--- config.mk ---
export PLATFORM = sky130hd
export DESIGN_NAME = fp_divider_rne
export DESIGN_NICKNAME = d
export VERILOG_FILES = /design/src/rtl/fp_pkg.sv /design/src/rtl/fp_round_rne.sv /design/src/rtl/fp_divider_rne.sv
export SDC_FILE = /design/constraint.sdc
export NUM_CORES = 1
export LEC_CHECK = 0
export ABC_AREA = 1
export CAP_MARGIN = 15
export CORE_UTILIZATION = 57
export DETAILED_ROUTE_END_ITERATION = 12
export PLACE_DENSITY_LB_ADDON = 0.3
export SKIP_CTS_REPAIR_TIMING = 1
export SLEW_MARGIN = 30
export SYNTH_ARGS = -nofsm -noshare
export SYNTH_HDL_FRONTEND = slang
export SYNTH_SLANG_ARGS = --single-unit
--- constraint.sdc ---
create_clock -name clk -period 4 [get_ports clk]
set_input_delay 1.2 -clock clk [delete_from_list [all_inputs] [get_ports clk]]
set_output_delay 1.2 -clock clk [all_outputs]
set_load 0.01 [all_outputs]
--- src/rtl/fp_pkg.sv ---
// Shared types and helpers for the iterative floating-point divider.
package fp_pkg;

  typedef enum logic [1:0] {IDLE, ITER, ROUND, DONE} state_t;

  typedef enum logic [1:0] {ZERO, NORM, INF} opcls_t;

  localparam int FL_NV = 4;
  localparam int FL_DZ = 3;
  localparam int FL_OF = 2;
  localparam int FL_UF = 1;
  localparam int FL_NX = 0;

  // Exponent all-ones is infinity whatever the fraction; zero exponent flushes to zero.
  function automatic opcls_t classify(input logic [31:0] e, input int ew);
    logic [31:0] ones;
    ones = (32'd1 << ew) - 32'd1;
    if (e == 32'd0) return ZERO;
    if (e == ones) return INF;
    return NORM;
  endfunction

endpackage

--- src/rtl/fp_round_rne.sv ---
// Round-to-nearest-even on a normalised quotient mantissa, then range-check the exponent.
module fp_round_rne #(
  parameter int EW = 8,
  parameter int MW = 23
) (
  input  logic                 [MW:0]    mant,
  input  logic                           guard,
  input  logic                           sticky,
  input  logic signed          [EW+1:0]  exp_in,
  output logic                 [EW+MW-1:0] mag,
  output logic                           of,
  output logic                           uf,
  output logic                           nx
);

  localparam logic signed [EW+1:0] EMAX = (EW+2)'((1 << EW) - 1);

  logic                 inc;
  logic                 carry;
  logic [MW-1:0]        frac;
  logic signed [EW+1:0] e;

  // The mantissa always carries its leading one, so a carry-out only happens on all-ones.
  always_comb begin
    inc   = guard & (sticky | mant[0]);
    carry = inc & (&mant);
    frac  = mant[MW-1:0] + MW'(inc);
    e     = exp_in + $signed({{(EW+1){1'b0}}, carry});
    of    = !e[EW+1] && (e >= EMAX);
    uf    = e[EW+1] || (e == '0);
    nx    = guard | sticky | of | uf;
    if (of)
      mag = {{EW{1'b1}}, {MW{1'b0}}};
    else if (uf)
      mag = '0;
    else
      mag = {e[EW-1:0], frac};
  end

endmodule

--- src/rtl/fp_divider_rne.sv ---
// Restoring radix-2 floating-point divider with RNE rounding, IEEE specials and exception flags.
module fp_divider_rne
  import fp_pkg::*;
#(
  parameter int EW = 8,
  parameter int MW = 23
) (
  input  logic             clk,
  input  logic             rst,
  input  logic             ce,
  input  logic             run,
  input  logic [EW+MW:0]   x,
  input  logic [EW+MW:0]   y,
  output logic             stall,
  output logic [EW+MW:0]   z,
  output logic [4:0]       flags
);

  localparam int W    = 1 + EW + MW;
  localparam int N    = MW + 3;
  localparam int RW   = MW + 3;
  localparam int CW   = $clog2(N);
  localparam int BIAS = (1 << (EW - 1)) - 1;

  state_t               state, state_nx;
  logic [RW-1:0]        rem;
  logic [N-1:0]         quo;
  logic [CW-1:0]        cnt;
  logic [MW:0]          dvs;
  logic [EW-1:0]        xe_q, ye_q;
  logic                 sgn_q;
  opcls_t               xc_q, yc_q;

  opcls_t               xc_in, yc_in;
  logic                 special_in;
  logic [RW:0]          diff;
  logic                 qbit;
  logic [RW-1:0]        rem_sel;

  logic                 qtop, guard, sticky;
  logic [MW:0]          mant;
  logic signed [EW+1:0] e_pre;
  logic [EW+MW-1:0]     mag;
  logic                 r_of, r_uf, r_nx;
  logic                 nan_c, inf_c, zero_c;
  logic [W-1:0]         z_nx;
  logic [4:0]           fl_nx;

  assign xc_in      = classify(32'(x[W-2:MW]), EW);
  assign yc_in      = classify(32'(y[W-2:MW]), EW);
  assign special_in = (xc_in != NORM) || (yc_in != NORM);

  // Stall tracks run straight through a reset cycle, whatever the state register holds.
  assign stall = run & (rst | (state != DONE));

  assign diff    = {1'b0, rem} - {{(RW-MW){1'b0}}, dvs};
  assign qbit    = ~diff[RW];
  assign rem_sel = qbit ? diff[RW-1:0] : rem;

  always_comb begin
    state_nx = state;
    case (state)
      IDLE:    if (run) state_nx = special_in ? ROUND : ITER;
      ITER:    if (cnt == CW'(N - 1)) state_nx = ROUND;
      ROUND:   state_nx = DONE;
      DONE:    if (!run) state_nx = IDLE;
      default: state_nx = IDLE;
    endcase
  end

  always_ff @(posedge clk) begin
    if (rst)
      state <= IDLE;
    else if (ce)
      state <= state_nx;
  end

  always_ff @(posedge clk) begin
    if (ce && state == IDLE && run) begin
      sgn_q <= x[W-1] ^ y[W-1];
      xe_q  <= x[W-2:MW];
      ye_q  <= y[W-2:MW];
      dvs   <= {1'b1, y[MW-1:0]};
      xc_q  <= xc_in;
      yc_q  <= yc_in;
    end
  end

  always_ff @(posedge clk) begin
    if (rst) begin
      rem   <= '0;
      quo   <= '0;
      cnt   <= '0;
      z     <= '0;
      flags <= '0;
    end else if (ce) begin
      case (state)
        IDLE: if (run) begin
          rem <= RW'({2'b01, x[MW-1:0]});
          quo <= '0;
          cnt <= '0;
        end
        ITER: begin
          rem <= rem_sel << 1;
          quo <= {quo[N-2:0], qbit};
          cnt <= cnt + CW'(1);
        end
        ROUND: begin
          z     <= z_nx;
          flags <= fl_nx;
        end
        default: ;
      endcase
    end
  end

  // ---- round stage: quotient lies in [2^(N-2), 2^N), normalise on the top bit
  assign qtop   = quo[N-1];
  assign mant   = qtop ? quo[N-1:2] : quo[N-2:1];
  assign guard  = qtop ? quo[1] : quo[0];
  assign sticky = (rem != '0) | (qtop & quo[0]);
  assign e_pre  = $signed({2'b00, xe_q}) - $signed({2'b00, ye_q})
                + $signed((EW+2)'(BIAS - 1)) + $signed({{(EW+1){1'b0}}, qtop});

  fp_round_rne #(.EW(EW), .MW(MW)) u_round (
    .mant   (mant),
    .guard  (guard),
    .sticky (sticky),
    .exp_in (e_pre),
    .mag    (mag),
    .of     (r_of),
    .uf     (r_uf),
    .nx     (r_nx)
  );

  assign nan_c  = (xc_q == ZERO && yc_q == ZERO) || (xc_q == INF && yc_q == INF);
  assign inf_c  = (xc_q == INF) || (yc_q == ZERO && xc_q == NORM);
  assign zero_c = (xc_q == ZERO) || (yc_q == INF);

  always_comb begin
    z_nx         = {sgn_q, mag};
    fl_nx        = '0;
    fl_nx[FL_OF] = r_of;
    fl_nx[FL_UF] = r_uf;
    fl_nx[FL_NX] = r_nx;
    if (nan_c) begin
      z_nx         = {1'b0, {EW{1'b1}}, 1'b1, {(MW-1){1'b0}}};
      fl_nx        = '0;
      fl_nx[FL_NV] = 1'b1;
    end else if (inf_c) begin
      z_nx         = {sgn_q, {EW{1'b1}}, {MW{1'b0}}};
      fl_nx        = '0;
      fl_nx[FL_DZ] = (yc_q == ZERO);
    end else if (zero_c) begin
      z_nx  = {sgn_q, {(W-1){1'b0}}};
      fl_nx = '0;
    end
  end

endmodule

Word level (Yosys, flattened, before mapping)
Index checks and enable logic that the tools add are counted.

$add $sub $neg: 7. Magnitude comparators: 1. Equal/unequal tests: 15. Mux-type cells: 36. Bitwise gates (word level): 12. Reduce and logical (&&, ||, !) cells: 24.

Operators with widths (count): 2-to-1 mux 31 bit (4); case mux 26 bit (2 select lines) (2); 2-to-1 mux 26 bit (2); 2-to-1 mux 32 bit (1); subtractor 26 x 24 -> 27 bit (1); nonzero test 26 bit (1); 2-to-1 mux 25 bit (1); 2-to-1 mux 2 bit (12); 2-to-1 mux 24 bit (1); AND reduction 24 bit (1); adder 23 x 1 -> 23 bit (1); adder 10 x 2 -> 10 bit (2); equality test 8 bit (second input constant) (2); logical NOT 8 bit (2); adder 9 x 8 -> 10 bit (second input constant) (1); greater-or-equal comparator 10 x 9 -> 1 bit (second input constant) (1); logical NOT 10 bit (1); 2-to-1 mux 5 bit (2); case mux 5 bit (2 select lines) (1); subtractor 8 x 8 -> 9 bit (1); equality test 2 bit (second input constant) (4); != test 2 bit (second input constant) (4); case mux 2 bit (4 select lines) (1); 2-to-1 mux 1 bit (7); other kinds (18) (39).

Register bits after elaboration: 140. Input bits: 68. Output and inout bits: 38. Word-level logic and storage cells: 107.

Logic depth before layout (Yosys ltp)
Gate-level depths: netlist of run 1.

Depth after elaboration: 13. Depth in mapped cells: 27. Mapped depth without buffers: 26.

Modules after synthesis
From an unflattened synthesis of run 1, not the netlist that was laid out.

Cell total of the unflattened synthesis: 1444. Area, all modules: 9638.0 µm².

Modules (own cells, without submodules): fp_divider_rne (times used 1, cells each 1171, area an instance 8256.7 µm², sequential area each 3243.1 µm²); fp_round_rne (times used 1, cells each 273, area an instance 1381.3 µm², sequential area each 0.0 µm²).

Worst setup path after synthesis of run 1
OpenSTA, ideal clock, no wires.

Path type: input -> register. From: input run. To: register rem[10]. Library setup time: 0.076 ns. Data arrival time: 3.525 ns. Required time: 3.924 ns. Path slack: 0.399 ns. Stages: 6. Path buffers: 2. Cells stage by stage: inv_1 > nor3_1 > clkbuf_1 > clkbuf_1 > nand3_1 > a31oi_1.

Word-level cells in the longest chain between the ends: 2.

Ends and longest elaborated chain: from (decl) (line fp_divider_rne.sv:11) `input logic run,`; != test 2 bit (no source line); AND reduction 3 bit (no source line); to (signal assigned) (line fp_divider_rne.sv:99) `rem <= RW'({2'b01, x[MW-1:0]});`; to (signal assigned) (line fp_divider_rne.sv:104) `rem <= rem_sel << 1;`; to (decl) (line fp_divider_rne.sv:26) `logic [RW-1:0] rem;`.

Every way passes these cells. A chain may end at the register's enable or synchronous reset.

Worst setup path after layout of run 1
From: input run. To: output stall.

Word-level cells in the longest chain between the ends: 1.

Ends and longest elaborated chain: AND 1 bit (line fp_divider_rne.sv:54) `assign stall = run & (rst | (state != DONE));`; to (decl) (line fp_divider_rne.sv:14) `output logic stall,`.

Every way passes these cells.

==> reports/metrics.csv, run 1 <==
metric,value,unit
swShare,0.298,
met1_length,9260,um
port_buffers,105,
die-area,0.0159,sq mm
h-tree-depth,4,
post_synth_inst_count,1205,
hold_path_end,z[10],
antenna_cells,0,
routed_via_density,5.57,
whs_path_depth,2,
placed_area,0.00993,sq mm
rrSetupSlack,0.34,ns
grt_max_degree,83,
setup_slack,0.328,ns
drt_iter0_drc,590,
antenna_found_initial,0,
drv_cap,0,
die_h,126,um
cp-start-kind,input port,
p_switching,1.16,mW
cts_sinks,140,
grt_pass1_vias,8066,
cts_tree,yes,
wl_met2,10400,um
crit_fanout,3,
layout_commonest_cell,nand2_1,
fin_worst_skew,0.00678,ns
postLayoutCellArea,0.0105,sq mm
rows,44,
required,2.80,ns
top_layer_used,met4,
hp-start,z[10],
clk_path_buf_depth,2,
hold_viol_final,0,
rr_startpoint,quo[25],
overflow,0,
worst_pin_slew,0.861,ns
intPower,2.74,mW
reg2reg_to,z[23],
setup_violations,0,
seq_power_share,0.403,
synth_warnings,0,
grt_pass1_wl,36800,um
syn_nets,1316,
vias,8313,
drt_pre_antenna_iters,7,
clock_power_share,0.390,
hold_path_class,flip-flop to flip-flop,
yosysTopAreaCellShare,0.219,
clock_latency,0.43,ns
numCtsBuffers,17,
cts_root_buf,clkbuf_16,
synth_area_leader_cell,dfxtp_1,
die_w,126,um
ys_top_cells_by_area,"dfxtp_1 22%, edfxtp_1 15%, nand2_1 12%",
power.leakage,4.18,nW
wl_per_cell,14.2,um
finalPower,3.91,mW
slew_headroom,0.426,
layout-area-overhead-vs-synth,20.0,%
status,"complete, no violations",
n_fill_cell,1232,
end_kind,output pin,
synth-main-ff-cell,dfxtp_1,
drv_slew,0,
path_clk_slew,0.06,ns
setup_tns,0,ns
drc,0,
synth_area_per_cell,7.27,sq um
synth_cell_type_count,53,
path_class,input port to output pin,
final_nets,1406,
start_util,0.594,
reg2reg_depth,23,
io_pins,106,
min_period_over_period,0.918,
drive_gt1_frac,0.0749,
ir_drop,283,uV
wl,21200,um
crit_arrival,2.47,ns
core,0.0148,sq mm
antenna_left,0,
hpwl,15100,um
route.met3.wl,1030,um
layout_common_cells,"280 x nand2_1, 142 x a21oi_1, 137 x inv_1",
rsz0062_at_grt,no,
pwr-share-comb,0.207,
synth_seq_cells,140,
multi_input_area,0.00475,sq mm
grt.total_usage,0.285,
globalplace.congestion,0.957,
place_ws,0.321,ns
ys_async_sr_fraction,0,
area.sequential,0.00325,sq mm
yosysSeqAreaShare,0.370,
powerDensity,372,mW/mm^2
synth_edf_count,44,
timing.fmax,272,MHz
netlist_area,0.00877,sq mm
fin_crit,3.67,ns
-- metal layers --
layer,vias to the layer above,global-route usage
met5,-,0
met4,0,0.125
met3,52,0.0514
met2,243,0.490
met1,3780,0.349
li1,4238,-
-- Yosys cell counts, types with 8 or more instances --
cell type    n
nand2_1    280
a21oi_1    142
inv_1      137
dfxtp_1     96
nor2_1      88
nand3_1     79
o21ai_0     53
edfxtp_1    44
ha_1        40
clkbuf_1    27
nand4_1     21
nor3_1      20
xor2_1      20
a31oi_1     13
nor4_1      12
o211ai_1    12
xnor2_1     10
inv_2        8
nand2_2      8
-- flip-flops by register name (all words and copies together) (netlist names) --
signal,flops
flags,5
yc_q,2
dvs,23
state,2
xc_q,2
sgn_q,1
xe_q,8
z,32
quo,26
cnt,5
rem,26
ye_q,8
-- worst max-delay path by stage --
stage | startpoint | to | slack [ns] | cells past startpoint
2_1_floorplan | run | rem[10] | 0.40 | 6
3_3_place_gp | run | stall | 0.33 | 4
3_5_place_dp | run | stall | 0.32 | 4
4_1_cts | quo[25] | z[12] | 0.29 | 22
5_1_grt | quo[25] | z[25] | 0.001 | 26
6_report | run | stall | 0.33 | 4
-- cells by family (layout without fill, tap and decap cells) --
| group | after synthesis | count (layout) | share of synthesized area |
|---|---|---|---|
| flip-flops | 140 | 140 | 0.370 |
| AND/OR/NAND/NOR | 537 | 537 | 0.275 |
| XOR/XNOR | 30 | 30 | 0.0300 |
| adder cells (fa/ha/maj) | 43 | 43 | 0.0639 |
| AO/OA/AOI/OAI | 263 | 263 | 0.170 |
| buffers and inverters | 192 | 295 | 0.0908 |
-- per-stage QoR --
| stage | cells | hold slack, ns | utilization |
|---|---|---|---|
| after floorplan | 1205 | 0.446 | - |
| after global placement | 1460 | 0.452 | 0.673 |
| after detailed placement | 1460 | 0.456 | 0.673 |
| after CTS | 1492 | 0.464 | 0.712 |
| after global routing | 1492 | 0.478 | 0.713 |
| final | 1492 | 0.463 | 0.713 |
-- power groups by stage --
stage	Clock [mW]	Sequential, mW	Combinational, mW
global route	1.60	1.58	0.913
finish	1.52	1.57	0.811
floorplan	0	1.60	0.573
global placement	0	1.60	0.781
detailed placement	0	1.60	0.791
CTS	1.54	1.57	0.803
-- area by class of cell --
class,instances,share of cell area
multi-input cells,873,0.452
repair buffers,117,0.110
clock inverters,9,0.00524
flip-flops and latches,140,0.309
clock buffers,23,0.0497
inverters,146,0.0521
well taps,184,0.0219
-- critical path, stage by stage --
cell,delay [ns]
clkdlybuf4s50_1,0.49
inv_1,0.08
a21oi_1,0.15
clkdlybuf4s50_1,0.56
(Power assumes the default switching activity.)
==> run 2: changes to the inputs <==
--- a/config.mk
+++ b/config.mk
@@ -8,6 +8,7 @@
 export ABC_AREA = 1
 export CAP_MARGIN = 15
 export CORE_UTILIZATION = 57
+export CTS_CLUSTER_DIAMETER = 60
 export DETAILED_ROUTE_END_ITERATION = 12
 export PLACE_DENSITY_LB_ADDON = 0.3
 export SKIP_CTS_REPAIR_TIMING = 1
==> results of run 2 <==
The final DEF is identical to that of run 1; final timing and power are the same.
